### src/rtl/regfile_write_arbiter.sv
// Round-robin arbiter sharing the register-file write port between ALU and LSU
// writeback, plus a pending-write scoreboard for RAW hazard detection.
module regfile_write_arbiter #(
   parameter int XLEN = 32,
   parameter int NREG = 32
) (
   input  logic                     clk,
   input  logic                     reset,
   input  logic                     alu_valid,
   output logic                     alu_ready,
   input  logic [$clog2(NREG)-1:0]  alu_rd,
   input  logic [XLEN-1:0]          alu_data,
   input  logic                     lsu_valid,
   output logic                     lsu_ready,
   input  logic [$clog2(NREG)-1:0]  lsu_rd,
   input  logic [XLEN-1:0]          lsu_data,
   input  logic                     issue_valid,
   input  logic [$clog2(NREG)-1:0]  issue_rd,
   output logic                     wb_en,
   output logic [$clog2(NREG)-1:0]  wb_ptr,
   output logic [XLEN-1:0]          wb_data,
   output logic [NREG-1:0]          pending
);

   localparam int RW = $clog2(NREG);

   logic             r_last_lsu;
   logic             r_wb_en;
   logic [RW-1:0]    r_wb_ptr;
   logic [XLEN-1:0]  r_wb_data;
   logic [NREG-1:0]  r_pending;

   logic             w_gnt_alu;
   logic             w_gnt_lsu;
   logic             w_gnt;
   logic [RW-1:0]    w_rd;
   logic [XLEN-1:0]  w_data;
   logic [NREG-1:0]  w_pend_nxt;

   // Under contention the source that did not win last time goes first.
   assign w_gnt_alu = !reset && alu_valid && (!lsu_valid || r_last_lsu);
   assign w_gnt_lsu = !reset && lsu_valid && (!alu_valid || !r_last_lsu);
   assign w_gnt     = w_gnt_alu || w_gnt_lsu;
   assign w_rd      = w_gnt_lsu ? lsu_rd : alu_rd;
   assign w_data    = w_gnt_lsu ? lsu_data : alu_data;

   // Set is applied after clear so a re-issued destination stays pending.
   always_comb begin
      w_pend_nxt = r_pending;
      if (w_gnt) begin
         w_pend_nxt[w_rd] = 1'b0;
      end
      if (issue_valid) begin
         w_pend_nxt[issue_rd] = 1'b1;
      end
      w_pend_nxt[0] = 1'b0;
   end

   always_ff @(posedge clk) begin
      if (reset) begin
         r_last_lsu <= 1'b1;
         r_wb_en    <= 1'b0;
         r_wb_ptr   <= '0;
         r_wb_data  <= '0;
         r_pending  <= '0;
      end else begin
         r_wb_en   <= w_gnt && (w_rd != '0);
         r_pending <= w_pend_nxt;
         if (w_gnt) begin
            r_last_lsu <= w_gnt_lsu;
            r_wb_ptr   <= w_rd;
            r_wb_data  <= w_data;
         end
      end
   end

   assign alu_ready = w_gnt_alu;
   assign lsu_ready = w_gnt_lsu;
   assign wb_en     = r_wb_en;
   assign wb_ptr    = r_wb_ptr;
   assign wb_data   = r_wb_data;
   assign pending   = r_pending;

endmodule
### config.mk
export PLATFORM = sky130hd
export DESIGN_NAME = regfile_write_arbiter
export DESIGN_NICKNAME = d
export VERILOG_FILES = /design/src/rtl/regfile_write_arbiter.sv
export SDC_FILE = /design/constraint.sdc
export NUM_CORES = 1
export LEC_CHECK = 0
export BUFFER_PORTS_ARGS = -buffer_cell sky130_fd_sc_hd__clkbuf_2
export CORE_ASPECT_RATIO = 0.5
export CORE_UTILIZATION = 43
export DETAILED_ROUTE_END_ITERATION = 8
export PLACE_DENSITY = 0.85
export SETUP_SLACK_MARGIN = 0.2
export SLEW_MARGIN = 20
export SYNTH_ARGS = -nofsm -noshare
export SYNTH_HDL_FRONTEND = slang
export SYNTH_SLANG_ARGS = --single-unit
export TNS_END_PERCENT = 100
### constraint.sdc
create_clock -name clk -period 1.61 [get_ports clk]
set_clock_uncertainty 0.2 [all_clocks]
set_input_delay 0.322 -clock clk [delete_from_list [all_inputs] [get_ports clk]]
set_output_delay 0.322 -clock clk [all_outputs]
set_load 0.02 [all_outputs]
==> results summary <==
The synthesis-stage register bit count came out at 70. The worst hold path terminates at wb_data[14]. The area growth from synthesis to layout came out at 69.4%. For this configuration, the core starts out at a cell density of ~45%. STA classifies the critical path startpoint as a flip-flop. The number of top-level pins came out at 156. The power density over cell area is 819 mW/mm^2. The number of enable-type register cells in the synthesized netlist came out at 0. The data required time at the worst endpoint came out at 1.62 ns. The worst slew margin relative to its limit came out at 58.8%. The cell that appears most often on the critical path is sky130_fd_sc_hd__buf_6. The combined area of all synthesized cells is between 0.003 and 0.004 sq mm. The count of cells along the worst hold path came out at 3. The sum of routed wire length over all layers came out at about 14 mm. 0 antenna diodes ended up in the layout.

The tool flagged a number of max-cap violations equal to 0. The run finished, with violations left. Across all register-to-register paths, the minimum setup slack is -0.19 ns. The kind of cell with the highest combined delay on the critical path is compound AO/OA/AOI/OAI gates. The number of clock buffers inserted by TritonCTS came out at 9. The iteration count of the initial detailed-routing pass is 5.

The buffer depth of the longest clock path came out at 2. The net total in the final layout came out at between 700 and 800. The final-report max-slew violation count is 0. The commonest cells after synthesis are sky130_fd_sc_hd__nand2_1, sky130_fd_sc_hd__nor2_1, sky130_fd_sc_hd__dfxtp_1. For this run, the share of the core covered by cells in the final layout is roughly 76%. The cell type of the slowest stage on the worst timing path is sky130_fd_sc_hd__a2111o_1. The post-synthesis net count came out at 516. In the routed layout, each cell is associated on average with a via count of 5.84. The most used flip-flop cell after synthesis is sky130_fd_sc_hd__dfxtp_1.

TritonCTS built the clock tree. The first-pass GRT wire length is 18.5 mm. After synthesis, the cell types taking the most area are sky130_fd_sc_hd__dfxtp_1, sky130_fd_sc_hd__nand2_1, sky130_fd_sc_hd__a311oi_2. The yosys synthesis warning count is 0. The worst hold path begins at lsu_data[14]. Counting the fill cells in the layout gives just over 500.

The die outline area came out at 0.00873 sq mm. The residual overflow from global routing came out at 0. The sequential share of the synthesized area came out at 39.1%. After the first detailed-routing iteration, the DRC count stood at 281. The number of hold violations in the final report is 0.

By instance count, the leading cell after synthesis is sky130_fd_sc_hd__nand2_1. Clock tree synthesis found a total of 70 sinks. The later-pin clock latency in the skew report is 0.33 ns. The final route contains 4400 vias. The floorplan step set the die width to around 130 microns. The maximum fanout encountered on the critical timing path is 4.

The worst register-to-register path ends at pending[20]. The clock period minus worst slack is 1.80 ns. The final critical-path share of the clock period is 112%. The gate count of the mapped netlist is between 400 and 500. The number of antenna violations at the first check in global routing is 0. The number of instances in the placed design came out at a little over 700. In the routed design, unresolved DRC markers number 0.

Summed over its instances, the top area cell type makes up 39.1% of the synthesized netlist area. The startpoint identified for the worst register-to-register timing path is r_last_lsu. The worst setup path is captured at a flip-flop. In this run the tool buffered the top-level ports with 154 buffer cells.

The region available for standard cell placement spans 0.00803 sq mm. The finished layout holds ~750 standard cells, fillers aside. At the pin with the least slew margin, the transition time is 0.618 ns. Once routing completed, OpenROAD measured the worst setup slack at -0.191 ns. In this run the clock root is driven by a sky130_fd_sc_hd__clkbuf_16. The checks that failed: setup timing. The arrival time at the worst endpoint is 1.82 ns. Counting both buffers and inverters, the worst setup path holds a total of 2.

The cell depth of the worst flop-to-flop path came out at 6. In the final layout, the share of cells above drive strength 1 is 59.6%. The category of the most critical setup path is reg2reg. Traced cell by cell, the critical path runs through buf_6, nand2_8, buf_6, a2111o_1, a21oi_2, a211oi_2. The count of nets left with antenna violations after detail routing came out at 0. The count of different cell masters after synthesis is 43.

The worst stage delay on the critical path came out at around 0.53 ns. The HPWL after detailed placement is 8.02 mm. The row count came out at 23. The H-tree generated during clock tree synthesis spans 3 levels.

The number of global-route vias before repair is 3899. Setup repair after global routing could not meet its margin everywhere. After detailed routing, the average wire length per cell comes to 18.9 microns. The worst hold path belongs to the class in2reg. The maximum resistive drop on vdd came out at 0.505 mV. The setup slack at placement came out at -0.286 ns.

For this design, the CTS-stage hold fixing added 0 buffers. The highest attainable clock frequency is 0.555 GHz. Entering global routing, the biggest net connects 38 pins. The leakage dissipation is 2.64 nW. The clock-pin transition on the worst setup and hold timing paths came out at 0.06 ns. The global-route total usage across every layer is 26.9%.

In the synthesized netlist the async set-or-reset flop fraction comes to 0%. The routability-driven placement congestion ratio came out at slightly above 0.9. The post-synthesis area per instance came out at 8.30 sq um. Setup violations remaining at the end of the flow were counted as 32.

The overall die height came out at 66.6 microns. The cell taking the most area after synthesis is sky130_fd_sc_hd__dfxtp_1.
-- kinds of logic after synthesis --
logic type,share of synthesized area [%]
DFF,39.1
AOI/OAI and AO/OA,28.8
other,0.105
buffers and inverters,6.17
and+or+nand+nor,25.9
-- per-stage QoR --
stage	hold WS, ns	TNS [ns]	cell area (sq um)	power [mW]
after detailed placement	0.292	-12.65	4880	2.83
final	0.0381	-2.64	6080	4.98
after global routing	0.0401	-4.03	6080	5.14
after CTS	0.0263	-2.21	5400	4.76
after global placement	0.285	-10.69	4880	2.80
after floorplan	0.268	-0.946	3720	2.45
-- registers in the layout, indices dropped and copies added (netlist names) --
signal	count
wb_data	32
pending	31
wb_ptr	5
r_last_lsu	1
wb_en	1
-- final cells by class --
| type | count | area, sq um | area share (%) |
|---|---|---|---|
| Inverter | 4 | 22.5 | 0.371 |
| Sequential cell | 70 | 1400 | 23.1 |
| Multi-Input combinational cell | 324 | 2560 | 42.1 |
| Timing Repair Buffer | 227 | 1670 | 27.5 |
| Clock buffer | 10 | 239 | 3.93 |
| Clock inverter | 6 | 46.3 | 0.762 |
| Tap cell | 112 | 140 | 2.31 |
-- how the worst max path moves through the flow --
stage | start | end | slack, ns | depth (start not counted)
global placement | alu_valid | pending[4] | -0.23 | 5
global route | r_last_lsu | pending[20] | -0.21 | 6
detailed placement | alu_valid | pending[4] | -0.29 | 5
finish | r_last_lsu | pending[20] | -0.19 | 6
floorplan | reset | pending[15] | -0.1 | 6
CTS | r_last_lsu | lsu_ready | -0.11 | 6
-- cells in the final DEF, fill, tap and decap left out, types with 3 or more instances in the layout --
cell type,n
sky130_fd_sc_hd__clkbuf_2,140
sky130_fd_sc_hd__nor2_1,74
sky130_fd_sc_hd__dfxtp_1,68
sky130_fd_sc_hd__buf_4,51
sky130_fd_sc_hd__nand2_1,46
sky130_fd_sc_hd__a311oi_2,42
sky130_fd_sc_hd__nand2_4,28
sky130_fd_sc_hd__a21oi_1,20
sky130_fd_sc_hd__nand2_2,18
sky130_fd_sc_hd__clkbuf_16,16
sky130_fd_sc_hd__a21oi_2,14
sky130_fd_sc_hd__a311oi_1,10
sky130_fd_sc_hd__buf_6,10
sky130_fd_sc_hd__buf_12,10
sky130_fd_sc_hd__a211oi_1,8
sky130_fd_sc_hd__a211oi_2,8
sky130_fd_sc_hd__nor2b_1,5
sky130_fd_sc_hd__nand3b_1,5
sky130_fd_sc_hd__clkinvlp_4,5
sky130_fd_sc_hd__buf_2,5
sky130_fd_sc_hd__nor3b_2,4
sky130_fd_sc_hd__nand4b_1,4
sky130_fd_sc_hd__nand4_1,4
sky130_fd_sc_hd__inv_1,3
sky130_fd_sc_hd__or4_4,3
sky130_fd_sc_hd__buf_8,3
-- layer usage --
| layer | GRT usage [%] | vias to the layer above | wire length [microns] |
|---|---|---|---|
| li1 | - | 1984 | - |
| met1 | 31.1 | 2094 | 5950 |
| met2 | 48.3 | 258 | 6860 |
| met3 | 6.32 | 64 | 921 |
| met4 | 12.5 | 0 | 534 |
| met5 | 0 | - | 0 |
-- worst reg2reg max path, cell delays in order, from the launching register on --
cell	delay (ns)
sky130_fd_sc_hd__dfxtp_2	0.34
sky130_fd_sc_hd__buf_6	0.12
sky130_fd_sc_hd__nand2_8	0.07
sky130_fd_sc_hd__buf_6	0.13
sky130_fd_sc_hd__a2111o_1	0.54
sky130_fd_sc_hd__a21oi_2	0.21
sky130_fd_sc_hd__a211oi_2	0.08
-- power breakdown --
| part | switching [mW] | internal, mW | leakage (nW) | total, mW |
|---|---|---|---|---|
| clock network | 0.789 | 1.09 | 0.123 | 1.88 |
| registers | 0.0472 | 1.82 | 0.574 | 1.87 |
| logic | 0.704 | 0.526 | 1.94 | 1.23 |
| total | 1.54 | 3.44 | 2.64 | 4.98 |
-- what timing repair did --
item,CTS,global route
gates cloned,1,8
setup endpoints to repair,71,83
buffers inserted,5,3
gates resized for setup,36,125
pin swaps,23,47
hold endpoints to repair,0,0
Note: power is estimated with default switching activity, not from simulation.
